`config.mk`:
```
export PLATFORM = sky130hd
export DESIGN_NAME = timecounter_ar_flat
export DESIGN_NICKNAME = d
export VERILOG_FILES = /design/src/rtl/timecounter_ar_if.sv /design/src/rtl/timecounter_ar.sv /design/src/flat_wrapper.sv
export SDC_FILE = /design/constraint.sdc
export NUM_CORES = 1
export LEC_CHECK = 0
export BUFFER_PORTS_ARGS = -buffer_cell sky130_fd_sc_hd__buf_2
export CAP_MARGIN = 20
export CORE_UTILIZATION = 51
export DETAILED_ROUTE_END_ITERATION = 8
export HOLD_SLACK_MARGIN = 0.15
export PLACE_DENSITY = 0.72
export SETUP_SLACK_MARGIN = 0.15
export SYNTH_ARGS = -nofsm -noshare
export SYNTH_HDL_FRONTEND = slang
export SYNTH_SLANG_ARGS = --single-unit
```
`constraint.sdc`:
```
create_clock -name clk -period 2.6 [get_ports clk]
set_input_delay 0.13 -clock clk [delete_from_list [all_inputs] [get_ports clk]]
set_output_delay 0.13 -clock clk [all_outputs]
set_load 0.1 [all_outputs]
```
`src/rtl/timecounter_ar_if.sv`:
```
// Time-of-day counter bus: strobes, edit controls, load port and time/display outputs.
// master drives the controls and observes the time; slave is the counter.
interface timecounter_ar_if;
  logic       tick1Hz;
  logic       freeze;
  logic       inc;
  logic       dec;
  logic [1:0] sel;
  logic       mode12;
  logic       load;
  logic [5:0] ld_ss;
  logic [5:0] ld_mm;
  logic [4:0] ld_hh;
  logic [5:0] ss;
  logic [5:0] mm;
  logic [4:0] hh;
  logic [4:0] disp_hh;
  logic       pm;
  logic       dayroll;
  logic       load_err;

  modport master (
    output tick1Hz, freeze, inc, dec, sel, mode12, load, ld_ss, ld_mm, ld_hh,
    input  ss, mm, hh, disp_hh, pm, dayroll, load_err
  );

  modport slave (
    input  tick1Hz, freeze, inc, dec, sel, mode12, load, ld_ss, ld_mm, ld_hh,
    output ss, mm, hh, disp_hh, pm, dayroll, load_err
  );
endinterface

```
`src/rtl/timecounter_ar.sv`:
```
// HH:MM:SS counter with 1 Hz counting, edit mode with press-and-hold auto-repeat,
// range-checked parallel load and a 12 h display view.
module timecounter_ar #(
  parameter int REPEAT_DLY = 50_000_000,
  parameter int REPEAT_PER = 10_000_000
) (
  input logic             clk,
  input logic             rst,
  timecounter_ar_if.slave bus
);
  localparam int TMAX = (REPEAT_DLY > REPEAT_PER) ? REPEAT_DLY : REPEAT_PER;
  localparam int CNT_W = $clog2(TMAX + 1);

  typedef enum logic [1:0] {IDLE, DELAY, REPEAT} state_t;

  state_t           state, state_nxt;
  logic [CNT_W-1:0] timer, timer_nxt, lim;
  logic             dir_l, dir_nxt;
  logic [1:0]       sel_l, sel_nxt;
  logic             req, step;

  logic [5:0] ss_q, mm_q;
  logic [4:0] hh_q;
  logic       dayroll_q, load_err_q;
  logic       ld_ok;

  assign req   = bus.freeze & (bus.inc ^ bus.dec);
  assign lim   = (state == DELAY) ? CNT_W'(REPEAT_DLY - 1) : CNT_W'(REPEAT_PER - 1);
  assign ld_ok = (bus.ld_ss <= 6'd59) && (bus.ld_mm <= 6'd59) && (bus.ld_hh <= 5'd23);

  always_ff @(posedge clk or posedge rst) begin
    if (rst) begin
      state <= IDLE;
      timer <= '0;
      dir_l <= 1'b0;
      sel_l <= 2'b00;
    end else begin
      state <= state_nxt;
      timer <= timer_nxt;
      dir_l <= dir_nxt;
      sel_l <= sel_nxt;
    end
  end

  // Any abort (release, both pressed, direction or field change) returns to IDLE without a step.
  always_comb begin
    state_nxt = state;
    timer_nxt = timer;
    dir_nxt   = dir_l;
    sel_nxt   = sel_l;
    step      = 1'b0;
    case (state)
      IDLE: begin
        if (req) begin
          step      = 1'b1;
          timer_nxt = '0;
          state_nxt = DELAY;
          dir_nxt   = bus.inc;
          sel_nxt   = bus.sel;
        end
      end
      DELAY, REPEAT: begin
        if (!req || (bus.inc != dir_l) || (bus.sel != sel_l)) begin
          state_nxt = IDLE;
          timer_nxt = '0;
        end else if (timer == lim) begin
          step      = 1'b1;
          timer_nxt = '0;
          state_nxt = REPEAT;
        end else begin
          timer_nxt = timer + CNT_W'(1);
        end
      end
      default: begin
        state_nxt = IDLE;
        timer_nxt = '0;
      end
    endcase
  end

  always_ff @(posedge clk or posedge rst) begin
    if (rst) begin
      ss_q       <= '0;
      mm_q       <= '0;
      hh_q       <= '0;
      dayroll_q  <= 1'b0;
      load_err_q <= 1'b0;
    end else begin
      dayroll_q  <= 1'b0;
      load_err_q <= 1'b0;
      if (bus.load) begin
        if (ld_ok) begin
          ss_q <= bus.ld_ss;
          mm_q <= bus.ld_mm;
          hh_q <= bus.ld_hh;
        end else begin
          load_err_q <= 1'b1;
        end
      end else if (bus.freeze) begin
        if (step) begin
          case (bus.sel)
            2'b01: ss_q <= dir_nxt ? ((ss_q == 6'd59) ? 6'd0 : ss_q + 6'd1)
                                   : ((ss_q == 6'd0) ? 6'd59 : ss_q - 6'd1);
            2'b10: mm_q <= dir_nxt ? ((mm_q == 6'd59) ? 6'd0 : mm_q + 6'd1)
                                   : ((mm_q == 6'd0) ? 6'd59 : mm_q - 6'd1);
            2'b11: hh_q <= dir_nxt ? ((hh_q == 5'd23) ? 5'd0 : hh_q + 5'd1)
                                   : ((hh_q == 5'd0) ? 5'd23 : hh_q - 5'd1);
            default: ;
          endcase
        end
      end else if (bus.tick1Hz) begin
        if (ss_q == 6'd59) begin
          ss_q <= 6'd0;
          if (mm_q == 6'd59) begin
            mm_q <= 6'd0;
            if (hh_q == 5'd23) begin
              hh_q      <= 5'd0;
              dayroll_q <= 1'b1;
            end else begin
              hh_q <= hh_q + 5'd1;
            end
          end else begin
            mm_q <= mm_q + 6'd1;
          end
        end else begin
          ss_q <= ss_q + 6'd1;
        end
      end
    end
  end

  assign bus.ss       = ss_q;
  assign bus.mm       = mm_q;
  assign bus.hh       = hh_q;
  assign bus.dayroll  = dayroll_q;
  assign bus.load_err = load_err_q;
  // 12 h view: midnight and noon both read 12.
  assign bus.disp_hh  = !bus.mode12     ? hh_q :
                        (hh_q == 5'd0)  ? 5'd12 :
                        (hh_q > 5'd12)  ? hh_q - 5'd12 : hh_q;
  assign bus.pm       = bus.mode12 & (hh_q >= 5'd12);
endmodule
```
`src/flat_wrapper.sv`:
```
// flat-port wrapper written by rule: the top's interface ports become plain ports
module timecounter_ar_flat 
#(
  parameter int REPEAT_DLY = 50_000_000,
  parameter int REPEAT_PER = 10_000_000
)
  (clk, rst, bus_tick1Hz, bus_freeze, bus_inc, bus_dec, bus_sel, bus_mode12, bus_load, bus_ld_ss, bus_ld_mm, bus_ld_hh, bus_ss, bus_mm, bus_hh, bus_disp_hh, bus_pm, bus_dayroll, bus_load_err);
  timecounter_ar_if bus_i ();
  input logic clk;
  input logic rst;
  input wire logic [$bits(bus_i.tick1Hz)-1:0] bus_tick1Hz;
  input wire logic [$bits(bus_i.freeze)-1:0] bus_freeze;
  input wire logic [$bits(bus_i.inc)-1:0] bus_inc;
  input wire logic [$bits(bus_i.dec)-1:0] bus_dec;
  input wire logic [$bits(bus_i.sel)-1:0] bus_sel;
  input wire logic [$bits(bus_i.mode12)-1:0] bus_mode12;
  input wire logic [$bits(bus_i.load)-1:0] bus_load;
  input wire logic [$bits(bus_i.ld_ss)-1:0] bus_ld_ss;
  input wire logic [$bits(bus_i.ld_mm)-1:0] bus_ld_mm;
  input wire logic [$bits(bus_i.ld_hh)-1:0] bus_ld_hh;
  output wire logic [$bits(bus_i.ss)-1:0] bus_ss;
  output wire logic [$bits(bus_i.mm)-1:0] bus_mm;
  output wire logic [$bits(bus_i.hh)-1:0] bus_hh;
  output wire logic [$bits(bus_i.disp_hh)-1:0] bus_disp_hh;
  output wire logic [$bits(bus_i.pm)-1:0] bus_pm;
  output wire logic [$bits(bus_i.dayroll)-1:0] bus_dayroll;
  output wire logic [$bits(bus_i.load_err)-1:0] bus_load_err;
  assign bus_i.tick1Hz = bus_tick1Hz;
  assign bus_i.freeze = bus_freeze;
  assign bus_i.inc = bus_inc;
  assign bus_i.dec = bus_dec;
  assign bus_i.sel = bus_sel;
  assign bus_i.mode12 = bus_mode12;
  assign bus_i.load = bus_load;
  assign bus_i.ld_ss = bus_ld_ss;
  assign bus_i.ld_mm = bus_ld_mm;
  assign bus_i.ld_hh = bus_ld_hh;
  assign bus_ss = bus_i.ss;
  assign bus_mm = bus_i.mm;
  assign bus_hh = bus_i.hh;
  assign bus_disp_hh = bus_i.disp_hh;
  assign bus_pm = bus_i.pm;
  assign bus_dayroll = bus_i.dayroll;
  assign bus_load_err = bus_i.load_err;
  timecounter_ar #(.REPEAT_DLY(REPEAT_DLY), .REPEAT_PER(REPEAT_PER)) u_core (.clk(clk), .rst(rst), .bus(bus_i));
endmodule
```
==> results of run 1 <==
-- cells in the mapped netlist (3+ instances only) --
master / count
nor2_1: 53
dfrtp_1: 50
nand2_1: 42
nand3_1: 27
o21ai_0: 27
inv_1: 22
xnor2_1: 17
a21oi_1: 16
clkbuf_1: 16
ha_1: 16
xor2_1: 16
nand4_1: 13
a31oi_1: 8
nor3_1: 7
o211ai_1: 7
and3_1: 5
nor2b_1: 5
nor4_1: 5
buf_2: 4
mux2_2: 4
mux2_4: 4
nor3b_1: 4
o21a_1: 4
o22ai_1: 4
a211oi_1: 3
and2_1: 3
o221a_2: 3
or2_2: 3
-- what timing repair did --
action / CTS / global route
buffers inserted: 0 / 2
setup endpoints to repair: 0 / 14
gates resized for setup: 0 / 13
hold buffers: 13 / 0
endpoints found under the hold margin: 45 / 0
-- tightest hold or removal path, stage by stage --
cell	delay, ns
buf_2	0.14
o21ai_0	0.08
o21ai_0	0.08
-- cell families (layout without fill, tap and decap cells) --
family | Yosys count | after routing
AOI/OAI and AO/OA | 103 | 103
xor gates and xnor gates | 33 | 33
adders and majority gates | 16 | 16
buffers and inverters | 43 | 109
DFF | 50 | 50
muxes | 12 | 12
and+or+nand+nor | 183 | 183
-- registers in the layout, summed over array words and instances (netlist names) --
register             count
u_core.bus.load_err      1
u_core.bus.mm            6
u_core.timer            26
u_core.state             2
u_core.bus.hh            5
u_core.sel_l             2
u_core.dir_l             1
u_core.bus.ss            6
u_core.bus.dayroll       1
-- layout make-up --
class                           instances  share of cell area, %
Clock buffer                            6                   1.63
Clock inverter                          2                  0.309
Inverter                               22                   1.85
Multi-Input combinational cell        347                   53.5
Sequential cell                        50                   28.5
Tap cell                               96                   2.70
Timing Repair Buffer                   79                   11.5
-- power by group through the flow --
stage | clock [mW] | combinational [mW] | sequential [mW]
final | 0.461 | 2.68 | 1.22
after global routing | 0.497 | 2.87 | 1.25
after CTS | 0.473 | 2.64 | 1.21
after detailed placement | 0 | 2.61 | 1.22
after global placement | 0 | 2.58 | 1.21
after floorplan | 0 | 1.56 | 1.80
-- per-layer routing --
metal / share of wire (%) / global-route usage, % / wire length, um / up-vias
met5: 0 / 0 / 0 / -
met4: 1.3 / 6.26 / 115 / 0
met3: 4.7 / 3.51 / 414 / 12
met2: 46 / 39.2 / 4090 / 104
met1: 48 / 35.9 / 4260 / 1666
li1: - / - / - / 1713
-- worst max path at each step --
stage	from	end	slack, ns
floorplan	u_core.bus.ss[4]$_DFFE_PP0P_	u_core.bus.hh[0]$_DFFE_PP0P_	0.16
global placement	u_core.timer[18]$_DFFE_PP0P_	u_core.bus.hh[0]$_DFFE_PP0P_	0.31
detailed placement	u_core.timer[18]$_DFFE_PP0P_	u_core.bus.mm[4]$_DFFE_PP0P_	0.26
CTS	u_core.timer[18]$_DFFE_PP0P_	u_core.bus.mm[4]$_DFFE_PP0P_	0.22
global route	u_core.timer[18]$_DFFE_PP0P_	u_core.bus.hh[3]$_DFFE_PP0P_	0.17
finish	u_core.timer[18]$_DFFE_PP0P_	u_core.bus.hh[3]$_DFFE_PP0P_	0.24
-- metrics by stage --
step	util, %	cell area (um2)	hold WS, ns
finish	64.5	4450	0.163
global route	64.5	4450	0.187
CTS	63.3	4370	0.158
detailed placement	60.2	4160	0.303
global placement	60.2	4160	0.293
floorplan	-	3760	0.274
==> impl_metrics.csv, run 1 <==
group,metric,value,unit
placement,placedCellCount,579,
worst_setup_path,crit_type,"reg2reg",
floorplanning,die-height,87.4,um
logic_synthesis,synth_mux_area_share,4.57,%
power,power,4.35,mW
placement,place_ws,0.262,ns
sta,rsz0062_at_grt,"false",
power,comb_power_share,61.5,%
power,power.share.switching,57.2,%
min_path,min-delay-start,"bus_inc",
worst_setup_path,crit_slowest_cell,"or4b_4",
floorplanning,die-area,7640,um2
finish,fin_nets,548,
floorplanning,core_area,6910,um2
detailed_routing,ant_nets,0,
sta,finalSetupViolations,0,
logic_synthesis,async_reset_ff_share,100,%
sta,setup_tns,0,ns
sta,worst_slew_pin_slew,0.726,ns
logic_synthesis,ys.flop_type,"dfrtp_1",
run_status,status,"complete, no violations",
logic_synthesis,syn_area,3720,um2
cts,clk_latency,0.31,ns
cts,cts_tree,"yes",
floorplanning,io-pin-count,52,
worst_setup_path,path_max_fanout,5,
logic_synthesis,avgSynthCellArea,8.45,um2
sta,setup_ws,0.239,ns
finish,multiInputGateArea,2380,um2
detailed_routing,drc,0,
power,p_leak,1.90,nW
placement,gp_congestion,0.854,
logic_synthesis,synth_compound_area_share,19.8,%
min_path,hold_end,"u_core.dir_l$_DFF_PP0_",
worst_setup_path,critPathRequiredTime,2.79,ns
detailed_routing,viasPerCell,5.81,
logic_synthesis,yosysTopAreaCell,"dfrtp_1",
worst_setup_path,path_delay_family,"simple AND/OR/NAND/NOR gates",
worst_setup_path,cp.arrival,2.56,ns
min_path,hold_path_class,"in2reg",
worst_setup_path,critPathLaunchType,"flop",
cts,path_clk_slew,0.10,ns
cts,cts_buffer_depth,2,
worst_setup_path,end_kind,"flop",
floorplanning,rows,30,
logic_synthesis,synth_top_family_by_area,"simple AND/OR/NAND/NOR gates",
worst_setup_path,r2r-end,"u_core.bus.hh[3]$_DFFE_PP0P_",
finish,syn_to_final_growth,19.7,%
worst_setup_path,rr_startpoint,"u_core.timer[18]$_DFFE_PP0P_",
finish,fin_cells,602,
detailed_routing,drt_iter0_drc,165,
power,vdd_drop_max,952,uV
power,power_frac_clock,10.6,%
logic_synthesis,synthAdderAreaFrac,5.38,%
sta,period_share,90.8,%
global_routing,grt_use_total,24.9,%
sta,slew_headroom,51.5,%
worst_setup_path,crit_buf_inv,0,
logic_synthesis,ys_ff_latch,50,
logic_synthesis,synth_top_area_share,33.6,%
logic_synthesis,synthesis.nets,483,
finish,final_cell_mix,"nor2_1 (53), buf_2 (50), nand2_1 (42)",
sta,skew,0.0114,ns
worst_setup_path,reg2reg_depth,6,
detailed_routing,wire_per_inst,14.8,um
finish,insertedDiodeCount,0,
logic_synthesis,syn-instance-count,440,
detailed_routing,routed_wl,8880,um
logic_synthesis,synthTopCellsByArea,"dfrtp_1 (34%), ha_1 (5.4%), nor2_1 (5.3%), nand2_1 (4.2%), xnor2_1 (4.0%)",
global_routing,grt-ovfl-total,0,
power,switching_power,2.49,mW
cts,cts-root-buf,"clkbuf_8",
logic_synthesis,synth_seq_area_share,33.6,%
sta,finalCriticalPeriod,2.36,ns
global_routing,grt_first_pass_wirelength,15000,um
min_path,whs_path_depth,3,
logic_synthesis,synth.distinct_cells,65,
power,power_frac_seq,27.9,%
flow_run,max_cap_violations,0,
cts,clock_sinks,50,
placement,numPortBuffers,51,
floorplanning,start_util,53.9,%
finish,mostFrequentLayoutCell,"nor2_1",
power,intPower,1.86,mW
finish,fill_cells,608,
logic_synthesis,synth_edf_count,0,
finish,layout-drive-gt1-share,23.9,%
logic_synthesis,synth_xor_area_share,7.77,%
logic_synthesis,synth-simple-area-share,24.2,%
global_routing,grt_pass1_vias,3099,
detailed_routing,vias,3495,
placement,place_hpwl,6320,um
sta,hold_viol,0,
worst_setup_path,critical-path-max-stage-delay,0.56,ns
sta,slew_violations,0,
worst_setup_path,crit_chain,"or4b_4 -> nor3_4 -> o2111ai_4 -> o22ai_4 -> a21boi_4 -> mux2_4",
floorplanning,die_w,87.4,um
detailed_routing,first_pass_iters,4,
global_routing,grt_max_degree,35,
worst_setup_path,rrSetupSlack,0.24,ns
worst_setup_path,cp_num_cells,6,
logic_synthesis,ys_warn_count,0,
cts,cts_buffers,5,
cts,cts_max_level,2,
global_routing,antenna_found_initial,0,
sta,max_freq,423,MHz
finish,seq_area,1270,um2
power,p_per_area,978,nW/um2
Note: power is estimated with default switching activity, not from simulation.
==> run 2: changes to the inputs <==
Settings changed: ABC_AREA set to 1, PLACE_DENSITY 0.72 to 0.71.
==> run 2 against run 1 <==
  * Via count grew 32%
  * Count of clock-buffer cells in the layout is 1 lower
  * Combinational power shrank 4%
  * Die area increased by 15%
  * Area after synthesis up 15%
  * Non-clock buffer count decreased by 14
  * Critical path type is now reg2out
  * Flip-flop and latch count unchanged
  * Critical path depth increased by 2
  * Total power decreased by 1.5%
  * Critical endpoint is now bus_disp_hh[4]
==> impl_metrics.csv, run 2 <==
group,metric,value,unit
worst_setup_path,crit_chain,"inv_1 -> ha_1 -> nand2_1 -> nor2_1 -> inv_1 -> o211ai_1 -> a21oi_2 -> buf_2",
finish,design_area,4900,um2
floorplanning,core_area,8180,um2
finish,fin_nets,792,
worst_setup_path,crit_buf_inv,3,
run_status,status,"complete, no violations",
detailed_routing,wl_met1,5500,um
placement,place_ws,0.375,ns
power,vdd_drop_max,976,uV
finish,syn_to_final_growth,14.2,%
logic_synthesis,syn_area,4290,um2
worst_setup_path,critPathRequiredTime,2.47,ns
worst_setup_path,end_kind,"primary output",
logic_synthesis,ys_ff_latch,50,
logic_synthesis,ys.flop_type,"dfrtp_1",
global_routing,grt_first_pass_wirelength,19500,um
power,p_per_area,875,nW/um2
logic_synthesis,async_reset_ff_share,100,%
worst_setup_path,cp.arrival,2.18,ns
flow_run,max_cap_violations,0,
logic_synthesis,yosysMostFrequentCell,"nand2_1",
floorplanning,die-area,8790,um2
sta,hold_viol,0,
power,comb_power_share,60.1,%
logic_synthesis,synth_seq_area_share,29.1,%
global_routing,grt_max_degree,25,
worst_setup_path,path_max_fanout,10,
detailed_routing,drt_iter0_drc,367,
sta,finalCriticalPeriod,2.31,ns
detailed_routing,viasPerCell,5.40,
power,power_frac_clock,13.7,%
global_routing,grt-ovfl-total,0,
global_routing,antenna_found_initial,0,
detailed_routing,drc,0,
logic_synthesis,avgSynthCellArea,6.23,um2
sta,max_freq,433,MHz
finish,utilization,60.0,%
global_routing,grt_pass1_vias,4091,
worst_setup_path,crit_slowest_cell,"dfrtp_2",
floorplanning,die_w,93.7,um
finish,layout-drive-gt1-share,14.7,%
logic_synthesis,ys_top_cells_by_count,"nand2_1 (234), inv_1 (88), nor2_1 (77)",
finish,insertedDiodeCount,0,
sta,slew_headroom,65.1,%
cts,cts-root-buf,"clkbuf_8",
min_path,hold_path_class,"in2reg",
finish,final_cell_mix,"nand2_1 (233), inv_1 (83), nor2_1 (77)",
placement,numPortBuffers,51,
worst_setup_path,path_delay_family,"buffers and inverters",
detailed_routing,maxUsedRoutingLayer,"met4",
cts,clk_latency,0.32,ns
logic_synthesis,yosysTopAreaCell,"dfrtp_1",
sta,skew,0.00782,ns
logic_synthesis,synth_edf_count,0,
worst_setup_path,critical-path-max-stage-delay,0.50,ns
power,switching_power,2.47,mW
sta,setup_ws,0.289,ns
detailed_routing,first_pass_iters,7,
finish,largest_reg_flops,26,
sta,worst_slew_pin_slew,0.523,ns
floorplanning,die-height,93.7,um
logic_synthesis,synth_top_area_share,29.1,%
cts,clock_sinks,50,
logic_synthesis,synth.distinct_cells,41,
finish,largest_register,"u_core.timer",
detailed_routing,routed_wl,11600,um
cts,path_clk_slew,0.09,ns
placement,gp_congestion,0.940,
placement,dpl_cell_area,4670,um2
detailed_routing,dr_wl_met2,5260,um
detailed_routing,vias,4617,
logic_synthesis,ys_warn_count,0,
cts,cts_max_level,2,
worst_setup_path,crit_type,"reg2out",
cts,cts_buffers,5,
logic_synthesis,synthTopCellsByArea,"dfrtp_1 (29%), nand2_1 (20%), nand3_1 (8.9%), inv_1 (7.7%), nor2_1 (6.7%)",
sta,slew_violations,0,
floorplanning,start_util,52.5,%
sta,period_share,88.9,%
power,power_frac_seq,26.2,%
power,power.share.switching,57.7,%
global_routing,grt_use_total,28.1,%
worst_setup_path,cpMostUsedCell,"inv_1",
worst_setup_path,critPathLaunchType,"flop",
logic_synthesis,synthesis.nets,732,
cts,cts_buffer_depth,2,
logic_synthesis,syn-instance-count,689,
power,intPower,1.81,mW
floorplanning,io-pin-count,52,
sta,finalSetupViolations,0,
detailed_routing,met3_length,684,um
detailed_routing,ant_nets,0,
floorplanning,rows,33,
sta,rsz0062_at_grt,"false",
cts,cts_tree,"yes",
finish,mostFrequentLayoutCell,"nand2_1",
detailed_routing,wire_per_inst,13.6,um
power,p_leak,2.58,nW
placement,place_hpwl,8960,um
[run 2: cell types whose count changed in the layout (fill, tap and decap cells not counted), sizes merged, moves of 5 or more]
cell | previous run | this run
inv | 23 | 93
nor4 | 5 | 0
nor2 | 54 | 85
xnor2 | 17 | 1
nand2 | 42 | 240
mux2 | 8 | 0
nand3 | 27 | 81
nor2b | 5 | 0
nor3 | 8 | 15
buf | 65 | 54
a31oi | 8 | 1
nand4 | 13 | 18
[run 2: path summary, 6_finish.rpt]
kind                                              start                           end  slack, ns  cells past startpoint
max in group asynchronous                           rst  u_core.timer[21]$_DFFE_PP0P_       1.59                      4
min in group asynchronous                           rst   u_core.timer[4]$_DFFE_PP0P_       0.37                      3
max                        u_core.bus.hh[2]$_DFFE_PP0P_                bus_disp_hh[4]       0.29                      8
max reg2reg                 u_core.state[1]$_DFFE_PP0P_  u_core.bus.ss[3]$_DFFE_PP0P_       0.44                      9
min                                        bus_ld_mm[1]  u_core.bus.mm[1]$_DFFE_PP0P_       0.15                      5
min reg2reg                 u_core.sel_l[0]$_DFFE_PP0P_   u_core.sel_l[0]$_DFFE_PP0P_       0.53                      2
[run 2: worst reg2reg max path, cell delays in order, from the launching register on]
cell	delay (ns)
dfrtp_1	0.41
inv_1	0.12
ha_1	0.34
nand4_2	0.24
nand2_1	0.15
nand3_2	0.29
o211ai_1	0.29
nand2_1	0.10
nand2_1	0.08
nand2_1	0.05
[run 2: logic make-up after synthesis]
logic type                 Yosys count  synth area share (%)
xor gates and xnor gates            13                  2.65
AOI/OAI and AO/OA                   56                  7.70
adders and majority gates           16                  4.66
and+or+nand+nor                    450                  46.1
buffers and inverters              104                  9.73
DFF                                 50                  29.1
[run 2: what timing repair did]
item	CTS	global route
hold buffers	11	0
resized for setup	0	2
endpoints found under the setup margin	0	4
hold endpoints to repair	32	0
setup buffers	0	0
[run 2: metrics by stage]
| stage | TNS (ns) | hold WS (ns) | total power [mW] | cells |
|---|---|---|---|---|
| floorplan | -0.370 | 0.313 | 3.20 | 689 |
| global route | 0 | 0.174 | 4.57 | 855 |
| finish | 0 | 0.148 | 4.29 | 855 |
| CTS | 0 | 0.155 | 4.26 | 855 |
| global placement | 0 | 0.191 | 3.63 | 836 |
| detailed placement | 0 | 0.192 | 3.66 | 836 |
[run 2: routing by layer]
layer	GRT usage, %	vias to the layer above
met4	7.69	0
met3	3.72	17
li1	-	2310
met5	0	-
met2	44.2	163
met1	40.1	2127
[run 2: power groups by stage]
stage               Sequential, mW  Combinational [mW]  Clock [mW]
floorplan                     1.69                1.52           0
CTS                           1.12                2.55       0.595
detailed placement            1.13                2.53           0
global placement              1.13                2.50           0
global route                  1.15                2.80       0.627
finish                        1.12                2.58       0.588
[run 2: final cells by class]
cell class,instances,area [um2]
Clock buffer,5,68.8
Clock inverter,3,47.5
Sequential cell,50,1260
Multi-Input combinational cell,535,2660
Fill cell,822,3270
Inverter,92,348
Timing Repair Buffer,65,388
Tap cell,105,131
==> run 3: changes to the inputs <==
--- a/config.mk
+++ b/config.mk
@@ -6,5 +6,4 @@
 export NUM_CORES = 1
 export LEC_CHECK = 0
-export ABC_AREA = 1
 export BUFFER_PORTS_ARGS = -buffer_cell sky130_fd_sc_hd__buf_2
 export CAP_MARGIN = 20
@@ -12,5 +11,6 @@
 export DETAILED_ROUTE_END_ITERATION = 8
 export HOLD_SLACK_MARGIN = 0.15
-export PLACE_DENSITY = 0.71
+export MAX_ROUTING_LAYER = met4
+export PLACE_DENSITY = 0.72
 export SETUP_SLACK_MARGIN = 0.15
 export SYNTH_ARGS = -nofsm -noshare
==> constraint.sdc (replaced) <==
create_clock -name clk -period 2.6 [get_ports clk]
set_input_delay 0.65 -clock clk [delete_from_list [all_inputs] [get_ports clk]]
set_output_delay 0.65 -clock clk [all_outputs]
set_load 0.1 [all_outputs]
==> run 3 against run 2 <==
  * Die area shrank 13%
  * Final cell count shrank 29%
  * Clock power barely moved
  * Wire length down 19%
  * Total power increased by 14%
  * Maximum frequency is 5.8% lower
  * Sequential share of layout area up 1.8 points
  * Worst hold slack improved by 0.35 ns
  * Critical path type unchanged
==> impl_metrics.csv, run 3 (same netlist as run 1, synthesis figures left out) <==
group,metric,value,unit
run_status,status,"complete, no violations",
worst_setup_path,reg2reg_depth,6,
sta,period_share,94.4,%
power,power.share.switching,54.2,%
worst_setup_path,rrSetupSlack,0.22,ns
sta,hold_viol,0,
detailed_routing,wire_per_inst,15.5,um
cts,cts_tree,"yes",
worst_setup_path,cp.arrival,1.80,ns
finish,largest_register,"u_core.timer",
floorplanning,rows,30,
flow_run,max_cap_violations,0,
sta,skew,0.0159,ns
finish,insertedDiodeCount,0,
cts,clk_latency,0.32,ns
sta,worst_slew_pin_slew,0.648,ns
placement,placedCellCount,589,
sta,holdWs,0.494,ns
worst_setup_path,critPathRequiredTime,1.95,ns
cts,path_clk_slew,0.11,ns
floorplanning,die_w,87.4,um
worst_setup_path,critPathLaunchType,"flop",
worst_setup_path,r2r-end,"u_core.bus.hh[4]$_DFFE_PP0P_",
power,power,4.90,mW
sta,max_freq,408,MHz
detailed_routing,routed_wl,9460,um
worst_setup_path,crit_type,"reg2out",
finish,final_cell_mix,"nor2_1 (52), buf_2 (46), nand2_1 (40)",
power,vdd_drop_max,1180,uV
detailed_routing,drc,0,
sta,slew_violations,0,
cts,cts_buffer_depth,2,
global_routing,grt-ovfl-total,0,
placement,numPortBuffers,51,
global_routing,grt_first_pass_wirelength,15500,um
detailed_routing,drt_iter0_drc,242,
power,comb_power_share,64.9,%
floorplanning,start_util,53.9,%
placement,gp_congestion,0.882,
min_path,hold_path_class,"in2async",
detailed_routing,ant_nets,0,
power,p_per_area,1060,nW/um2
sta,setup_tns,0,ns
worst_setup_path,rr_startpoint,"u_core.timer[17]$_DFFE_PP0P_",
worst_setup_path,path_max_fanout,4,
power,p_leak,1.98,nW
sta,rsz0062_at_grt,"true",
global_routing,grt_use_total,26.5,%
floorplanning,die-area,7640,um2
floorplanning,die-height,87.4,um
power,intPower,2.24,mW
finish,utilization,67.0,%
sta,slew_headroom,56.8,%
power,power_frac_seq,23.2,%
finish,fin_cells,610,
placement,place_hpwl,6680,um
global_routing,grt_pass1_vias,3255,
cts,cts-root-buf,"clkbuf_8",
finish,fin_nets,556,
detailed_routing,viasPerCell,5.81,
sta,finalCriticalPeriod,2.45,ns
power,power_frac_clock,12.0,%
sta,finalSetupViolations,0,
finish,largest_reg_flops,26,
floorplanning,io-pin-count,52,
worst_setup_path,end_kind,"primary output",
cts,ctsHoldBuffers,0,
finish,layout-drive-gt1-share,30.0,%
global_routing,antenna_found_initial,0,
power,switching_power,2.66,mW
global_routing,grt_max_degree,51,
detailed_routing,vias,3544,
cts,cts_max_level,2,
cts,cts_buffers,5,
detailed_routing,first_pass_iters,4,
cts,clock_sinks,50,
floorplanning,core_area,6910,um2
finish,mostFrequentLayoutCell,"nor2_1",
finish,syn_to_final_growth,24.4,%
[run 3: changes by cell type in the layout (fill, tap and decap cells not counted), moves of 6 or more]
cell,previous run,this run
a31oi_1,1,8
buf_4,3,34
dfrtp_1,45,37
dfrtp_2,5,13
dlygate4sd3_1,11,0
inv_1,83,17
nand2_1,233,40
nand3_1,76,27
nor2_1,77,52
nor3_1,13,7
xnor2_1,1,16
[run 3: final cells by class]
class	instances	area, um2
Timing Repair Buffer	87	603
Tap cell	96	120
Fill cell	601	2280
Multi-Input combinational cell	347	2430
Inverter	22	85.1
Clock buffer	5	68.8
Clock inverter	3	47.5
Sequential cell	50	1270
[run 3: worst max-delay path by stage]
stage	from	endpoint	slack (ns)	depth (start not counted)
floorplan	u_core.bus.hh[0]$_DFFE_PP0P_	bus_disp_hh[4]	-0.09	4
global placement	bus_dec	u_core.bus.hh[3]$_DFFE_PP0P_	0.19	7
detailed placement	u_core.bus.hh[2]$_DFFE_PP0P_	bus_disp_hh[0]	0.17	6
CTS	u_core.bus.hh[3]$_DFFE_PP0P_	bus_disp_hh[0]	0.13	6
global route	u_core.bus.hh[3]$_DFFE_PP0P_	bus_disp_hh[0]	0.09	6
finish	u_core.bus.hh[3]$_DFFE_PP0P_	bus_disp_hh[0]	0.15	6
[run 3: worst max-delay path, stage by stage, from the launching register on]
cell	delay, ns
dfrtp_2	0.48
inv_4	0.09
ha_4	0.14
nand3b_1	0.10
or2_4	0.30
and2_2	0.22
buf_8	0.17
[run 3: repair_timing]
| item | CTS | global route |
|---|---|---|
| setup buffers | 6 | 7 |
| pin swaps | 2 | 4 |
| endpoints found under the setup margin | 6 | 11 |
| resized for setup | 9 | 14 |
[run 3: metrics by stage]
stage	cell area [um2]	setup slack [ns]
6_report	4630	0.146
5_1_grt	4630	0.0909
4_1_cts	4500	0.134
3_5_place_dp	4310	0.174
3_3_place_gp	4310	0.192
2_1_floorplan	3790	-0.0853
[run 3: routing by layer]
metal / share of wire [%] / wire, um / GRT usage (%) / up-vias
met5: 0 / 0 / - / -
met4: 1.4 / 131 / 7.30 / 0
met3: 5.0 / 476 / 3.32 / 13
met2: 47 / 4410 / 41.1 / 111
met1: 47 / 4440 / 36.5 / 1688
li1: - / - / - / 1732
[run 3: power groups by stage]
| stage | combinational (mW) | clock [mW] | sequential, mW |
|---|---|---|---|
| after CTS | 3.06 | 0.599 | 1.12 |
| final | 3.18 | 0.585 | 1.13 |
| after detailed placement | 2.90 | 0 | 1.18 |
| after global placement | 2.86 | 0 | 1.17 |
| after floorplan | 1.60 | 0 | 1.81 |
| after global routing | 3.37 | 0.623 | 1.16 |
